`config.mk`:
```
export PLATFORM = sky130hd
export DESIGN_NAME = sram_arbiter
export DESIGN_NICKNAME = d
export VERILOG_FILES = /design/src/rtl/sram_arbiter.sv
export SDC_FILE = /design/constraint.sdc
export NUM_CORES = 1
export LEC_CHECK = 0
export CORE_MARGIN = 8
export CORE_UTILIZATION = 30
export DETAILED_ROUTE_END_ITERATION = 12
export GPL_TIMING_DRIVEN = 0
export HOLD_SLACK_MARGIN = 0.15
export PLACE_DENSITY_LB_ADDON = 0.15
export REMOVE_ABC_BUFFERS = 1
export SKIP_CTS_REPAIR_TIMING = 1
export SLEW_MARGIN = 20
export SYNTH_ARGS = -nofsm -noshare
export SYNTH_HDL_FRONTEND = slang
export SYNTH_SLANG_ARGS = --single-unit
```
`constraint.sdc`:
```
create_clock -name clk -period 6.5 [get_ports clk]
set_input_delay 1.3 -clock clk [delete_from_list [all_inputs] [get_ports clk]]
set_output_delay 1.3 -clock clk [all_outputs]
set_load 0.01 [all_outputs]
```
`src/rtl/sram_arbiter.sv`:
```
// sram_arbiter
//   Shares one downstream SRAM-style port between the CPU instruction fetch
//   and the CPU load/store port. Only one downstream transaction is in flight
//   at a time. When both sides are waiting in IDLE, the data side goes first.
//   A transaction that has started always runs to completion.
//
//   Per-owner done flags keep the stall low once the result is back. A flag
//   stays set while the pipeline is frozen and clears on the first clock edge
//   where the pipeline advances.
//
// State table
//   state | meaning
//   IDLE  | no transaction outstanding; pick data, then inst
//   ADDR  | mem_req asserted, waiting for mem_addr_ok
//   DATA  | address accepted, waiting for mem_data_ok
//
// Ports
//   clk, rst                 clock, async active-high reset
//   inst_req/inst_addr       fetch request (held while stalled)
//   inst_rdata/i_stall       fetched word, fetch not yet complete
//   data_req/data_wen/       load/store request; data_wen != 0 is a store
//   data_addr/data_wdata
//   data_rdata/d_stall       loaded word, access not yet complete
//   longest_stall            pipeline frozen this cycle
//   mem_req/mem_wr/mem_wen/  downstream request, held from ADDR entry
//   mem_addr/mem_wdata       until the return to IDLE
//   mem_addr_ok/mem_data_ok  downstream address accept / completion
//   mem_rdata                downstream read data
module sram_arbiter (
    input  logic        clk,
    input  logic        rst,
    input  logic        inst_req,
    input  logic [31:0] inst_addr,
    output logic [31:0] inst_rdata,
    output logic        i_stall,
    input  logic        data_req,
    input  logic [3:0]  data_wen,
    input  logic [31:0] data_addr,
    input  logic [31:0] data_wdata,
    output logic [31:0] data_rdata,
    output logic        d_stall,
    input  logic        longest_stall,
    output logic        mem_req,
    output logic        mem_wr,
    output logic [3:0]  mem_wen,
    output logic [31:0] mem_addr,
    output logic [31:0] mem_wdata,
    input  logic        mem_addr_ok,
    input  logic        mem_data_ok,
    input  logic [31:0] mem_rdata
);

    typedef enum logic [1:0] {
        IDLE = 2'd0,
        ADDR = 2'd1,
        DATA = 2'd2
    } arbStateT;

    arbStateT curState;
    arbStateT nextState;

    logic instDone;
    logic dataDone;
    logic ownerData;
    logic startData;
    logic startInst;
    logic finish;

    assign i_stall = inst_req & ~instDone;
    assign d_stall = data_req & ~dataDone;

    always_ff @(posedge clk or posedge rst) begin
        if (rst) begin
            curState <= IDLE;
        end else begin
            curState <= nextState;
        end
    end

    always_comb begin
        nextState = curState;
        startData = 1'b0;
        startInst = 1'b0;
        finish    = 1'b0;
        mem_req   = 1'b0;
        case (curState)
            IDLE: begin
                if (d_stall) begin
                    startData = 1'b1;
                    nextState = ADDR;
                end else if (i_stall) begin
                    startInst = 1'b1;
                    nextState = ADDR;
                end
            end
            ADDR: begin
                mem_req = 1'b1;
                if (mem_addr_ok) begin
                    nextState = DATA;
                end
            end
            DATA: begin
                if (mem_data_ok) begin
                    finish    = 1'b1;
                    nextState = IDLE;
                end
            end
            default: nextState = IDLE;
        endcase
    end

    always_ff @(posedge clk or posedge rst) begin
        if (rst) begin
            mem_wr     <= 1'b0;
            mem_wen    <= 4'h0;
            mem_addr   <= 32'h0;
            mem_wdata  <= 32'h0;
            ownerData  <= 1'b0;
            inst_rdata <= 32'h0;
            data_rdata <= 32'h0;
            instDone   <= 1'b0;
            dataDone   <= 1'b0;
        end else begin
            if (startData) begin
                mem_wr    <= |data_wen;
                mem_wen   <= data_wen;
                mem_addr  <= data_addr;
                mem_wdata <= data_wdata;
                ownerData <= 1'b1;
            end else if (startInst) begin
                mem_wr    <= 1'b0;
                mem_wen   <= 4'h0;
                mem_addr  <= inst_addr;
                ownerData <= 1'b0;
            end

            if (finish && !ownerData) begin
                inst_rdata <= mem_rdata;
            end
            if (finish && ownerData && !mem_wr) begin
                data_rdata <= mem_rdata;
            end

            // A completing transaction wins over the advance-clear.
            if (finish && !ownerData) begin
                instDone <= 1'b1;
            end else if (!longest_stall) begin
                instDone <= 1'b0;
            end
            if (finish && ownerData) begin
                dataDone <= 1'b1;
            end else if (!longest_stall) begin
                dataDone <= 1'b0;
            end
        end
    end

endmodule

```
==> results of run 1 <==
## worst register-to-register path: cells and delay by family, from the launching register on
family	cells	cell delay, ns
simple gates	1	1.06
compound gates	2	0.56
flops	1	0.42
## power by group
part / switching, W / internal, W
Clock: 0.000376 / 0.000695
Sequential: 0.000222 / 0.00128
Combinational: 0.000807 / 0.00116
Total: 0.00141 / 0.00314
## state kept, by name, summed over array words and instances, names as in the netlist
| name | flops |
|---|---|
| mem_addr | 32 |
| inst_rdata | 32 |
| mem_wr | 1 |
| ownerData | 1 |
| mem_wdata | 32 |
| mem_wen | 4 |
| data_rdata | 32 |
| instDone | 1 |
| dataDone | 1 |
| curState | 2 |
## path summary, 6_finish.rpt
check	start	to	slack, ns	depth (start not counted)
max in group asynchronous	rst	data_rdata[31]	4.42	3
setup reg to reg	curState[0]	mem_addr[11]	4.33	3
hold / removal	mem_wdata[5]	mem_wdata[5]	0.50	1
hold reg to reg	mem_wdata[5]	mem_wdata[5]	0.50	1
setup / recovery	data_req	d_stall	2.41	4
min in group asynchronous	rst	mem_wdata[28]	1.33	2
## cell usage after synthesis
cell type                   instances  share of area
sky130_fd_sc_hd__dfrtp_1          138           0.64
sky130_fd_sc_hd__mux2_2            90           0.19
sky130_fd_sc_hd__inv_1             34          0.024
sky130_fd_sc_hd__a21oi_1           32          0.030
sky130_fd_sc_hd__o32ai_1           32          0.052
sky130_fd_sc_hd__buf_2             13          0.012
sky130_fd_sc_hd__clkbuf_1          10         0.0069
sky130_fd_sc_hd__mux2_4             6          0.017
sky130_fd_sc_hd__nand2_1            5         0.0035
sky130_fd_sc_hd__a22o_1             4         0.0065
sky130_fd_sc_hd__o21ai_0            3         0.0028
sky130_fd_sc_hd__buf_6              2         0.0042
sky130_fd_sc_hd__nand2b_1           2         0.0023
sky130_fd_sc_hd__nor2_1             2         0.0014
sky130_fd_sc_hd__nor2b_1            2         0.0023
sky130_fd_sc_hd__a21o_1             1         0.0014
sky130_fd_sc_hd__and2_1             1         0.0012
sky130_fd_sc_hd__nand4b_1           1         0.0016
sky130_fd_sc_hd__nor3b_2            1         0.0023
sky130_fd_sc_hd__nor4_1             1         0.0012
sky130_fd_sc_hd__o2bb2ai_1          1         0.0016
sky130_fd_sc_hd__or4b_1             1         0.0018
sky130_fd_sc_hd__or4b_4             1         0.0025
## kinds of logic after synthesis
group,synth area share
and+or+nand+nor,0.0201
AOI/OAI and AO/OA,0.0934
buffers and inverters,0.0466
DFF,0.637
muxes,0.203
## routing by layer
layer / part of all wire / vias to the layer above / track usage
met5: 0.00073 / - / 0
met3: 0.084 / 26 / 0.0643
met2: 0.55 / 140 / 0.283
met4: 0.025 / 2 / 0.0785
li1: - / 1919 / -
met1: 0.34 / 2067 / 0.161
## per-stage QoR
step	total power (W)	utilization	hold WS, ns	worst slack (ns)	instance area, µm²
5_1_grt	0.00481	0.513	0.519	2.35	9150
3_3_place_gp	0.00343	0.467	0.482	-0.509	8330
3_5_place_dp	0.00352	0.476	0.484	2.41	8490
2_1_floorplan	0.00230	-	0.465	1.50	5300
6_report	0.00454	0.513	0.505	2.41	9150
4_1_cts	0.00463	0.513	0.502	2.40	9150
## area by class of cell
cell class,instances,area [µm²]
Clock buffer,19,443
Tap cell,229,287
Sequential cell,138,3450
Timing Repair Buffer,280,2860
Fill cell,1553,8690
Antenna cell,1,2.50
Clock inverter,13,216
Multi-Input combinational cell,186,1750
Inverter,34,135
==> run summary, run 1 <==
The flow ran to the end, and the final reports show no timing, DRC or antenna violations. From left edge to right edge, the die measures 150 µm. Ratio of routed vias to standard cells: 4.62. The capturing element type of the critical path is an output pin. Once detailed placement completed, the half-perimeter wirelength came to 13.4 mm. The kind of cell with the highest combined delay on the critical path was buffers and inverters. The largest single stage delay on the critical path is 0.57 ns. The floorplan has 49 rows. In this run the count of I/O pins placed on the die edge is 275. The sink count of the clock tree is 138, and the initial cell density of the core is 0.304. Clock-pin slew was measured on the worst setup and hold paths at 0.06 ns. The share of cells above drive strength 1 was 0.209. For the DRC marker count from the first detailed-route iteration, the log shows 130. TritonCTS built the clock tree. The logs give 0 for the number of antenna-violating nets in the routed design and 867 for the instance count after placement with tap cells included. The run gives 0.160 as the all-layer global routing usage.

In this design, the critical path's most frequently occurring cell is sky130_fd_sc_hd__clkdlybuf4s50_1. The root buffer cell chosen for the clock tree is sky130_fd_sc_hd__clkbuf_16. Area added between synthesis and finish: 68.7%.

The tools report the number of endpoints failing setup at the final stage as 0. The time the final worst path needs with I/O delays and setup was 4.09 ns; the leakage power was 3.90 nW. The total wire length after detailed routing is 17.8 mm, and the core footprint is 17800 µm². Setup repair after global routing left no endpoint under its margin.

The tools report the data required time of the critical path as 5.20 ns. The via count was 4154. The number of distinct standard cells referenced by the synthesized netlist was 23; the number of hold-slack violations in the final timing report was 0.

Clock skew on the completed layout was measured at 0.00715 ns. By startpoint and endpoint, the worst setup path is classified as primary input to output pin. The mean post-synth cell area is 14.2 µm², and the later-pin clock latency in the skew report is 0.42 ns. For the final global-route overflow total, the log shows 0. For this run, design rule violations remaining after detail routing come to 0. The tools report the H-tree depth reported by CTS as 4.

The number of clock buffers inserted by TritonCTS came out at 17. Counting both buffers and inverters, the worst setup path holds a total of 3. The first global-routing pass estimated 27.2 mm of wire. The worst slew margin relative to its limit is 0.426, and the final weighted congestion of routability-driven global placement is 0.821. The floorplan step defined a die boundary enclosing 22600 µm². The die boundary height works out to 150 µm. The post-detailed-route wirelength per cell is 19.8 µm. Number of antenna violations at the first check in global routing: 2. The slowest library cell on the worst path is sky130_fd_sc_hd__clkdlybuf4s50_1. Along the worst path, the maximum fanout reaches 33. The run gives 383 as the instance count of the mapped netlist.

Via count of the first global-routing pass: 4656. Walking the worst path, the cells encountered are clkdlybuf4s50_1 > nor2b_4 > buf_12 > clkdlybuf4s50_1. The tool flagged a number of max-cap violations equal to 0.

The worst-case IR drop observed on VDD is 0.215 mV. Port buffering added 274 buffers. Part of the Yosys area used for sequential elements: 0.637. The post-synthesis register bit count is 138, and the critical path data arrival time is 2.79 ns.

Before antenna repair, the detailed router went through 4 iterations. At the pin with the least slew margin, the transition time is 0.862 ns. Counting along the longest clock path gives a buffer depth of 2.

In the layout the commonest cells are sky130_fd_sc_hd__clkdlybuf4s50_1, sky130_fd_sc_hd__dfrtp_1, sky130_fd_sc_hd__mux2_2, sky130_fd_sc_hd__inv_1. The total number of yosys warnings was 0. The final critical-path share of the clock period was 0.630; the areal power density over the cells was 496 nW/µm².

The pin count of the biggest net entering global routing was 75; the count of final max-slew check failures was 0. The summed negative setup slack over all endpoints was 0 ns. The worst hold path belongs to the class register to register.

The final layout contains 796 nets. The most frequent standard cell in the layout excluding fill and tap cells is sky130_fd_sc_hd__clkdlybuf4s50_1. Timing would allow up to 0.244 GHz. The startpoint class of the critical path was a primary input. The netlist area before placement is 5430 µm². The finished layout holds 900 standard cells, fillers aside.
No activity file was read; power rests on OpenSTA's default activity.
==> inputs of run 2 (changes only) <==
==> constraint.sdc (replaced) <==
create_clock -name clk -period 4.1 [get_ports clk]
set_input_delay 0.82 -clock clk [delete_from_list [all_inputs] [get_ports clk]]
set_output_delay 0.82 -clock clk [all_outputs]
set_load 0.01 [all_outputs]
==> results of run 2 <==
Same layout as run 1 (identical final DEF). Status: finished clean.
Main changes from that run: setup slack after placement 2.41 ns -> 0.972 ns; setup slack after layout 2.41 ns -> 0.966 ns; register-to-register setup slack 4.33 ns -> 1.93 ns; total power 0.00454 W -> 0.00720 W; worst IR drop on VDD 0.215 mV -> 0.341 mV
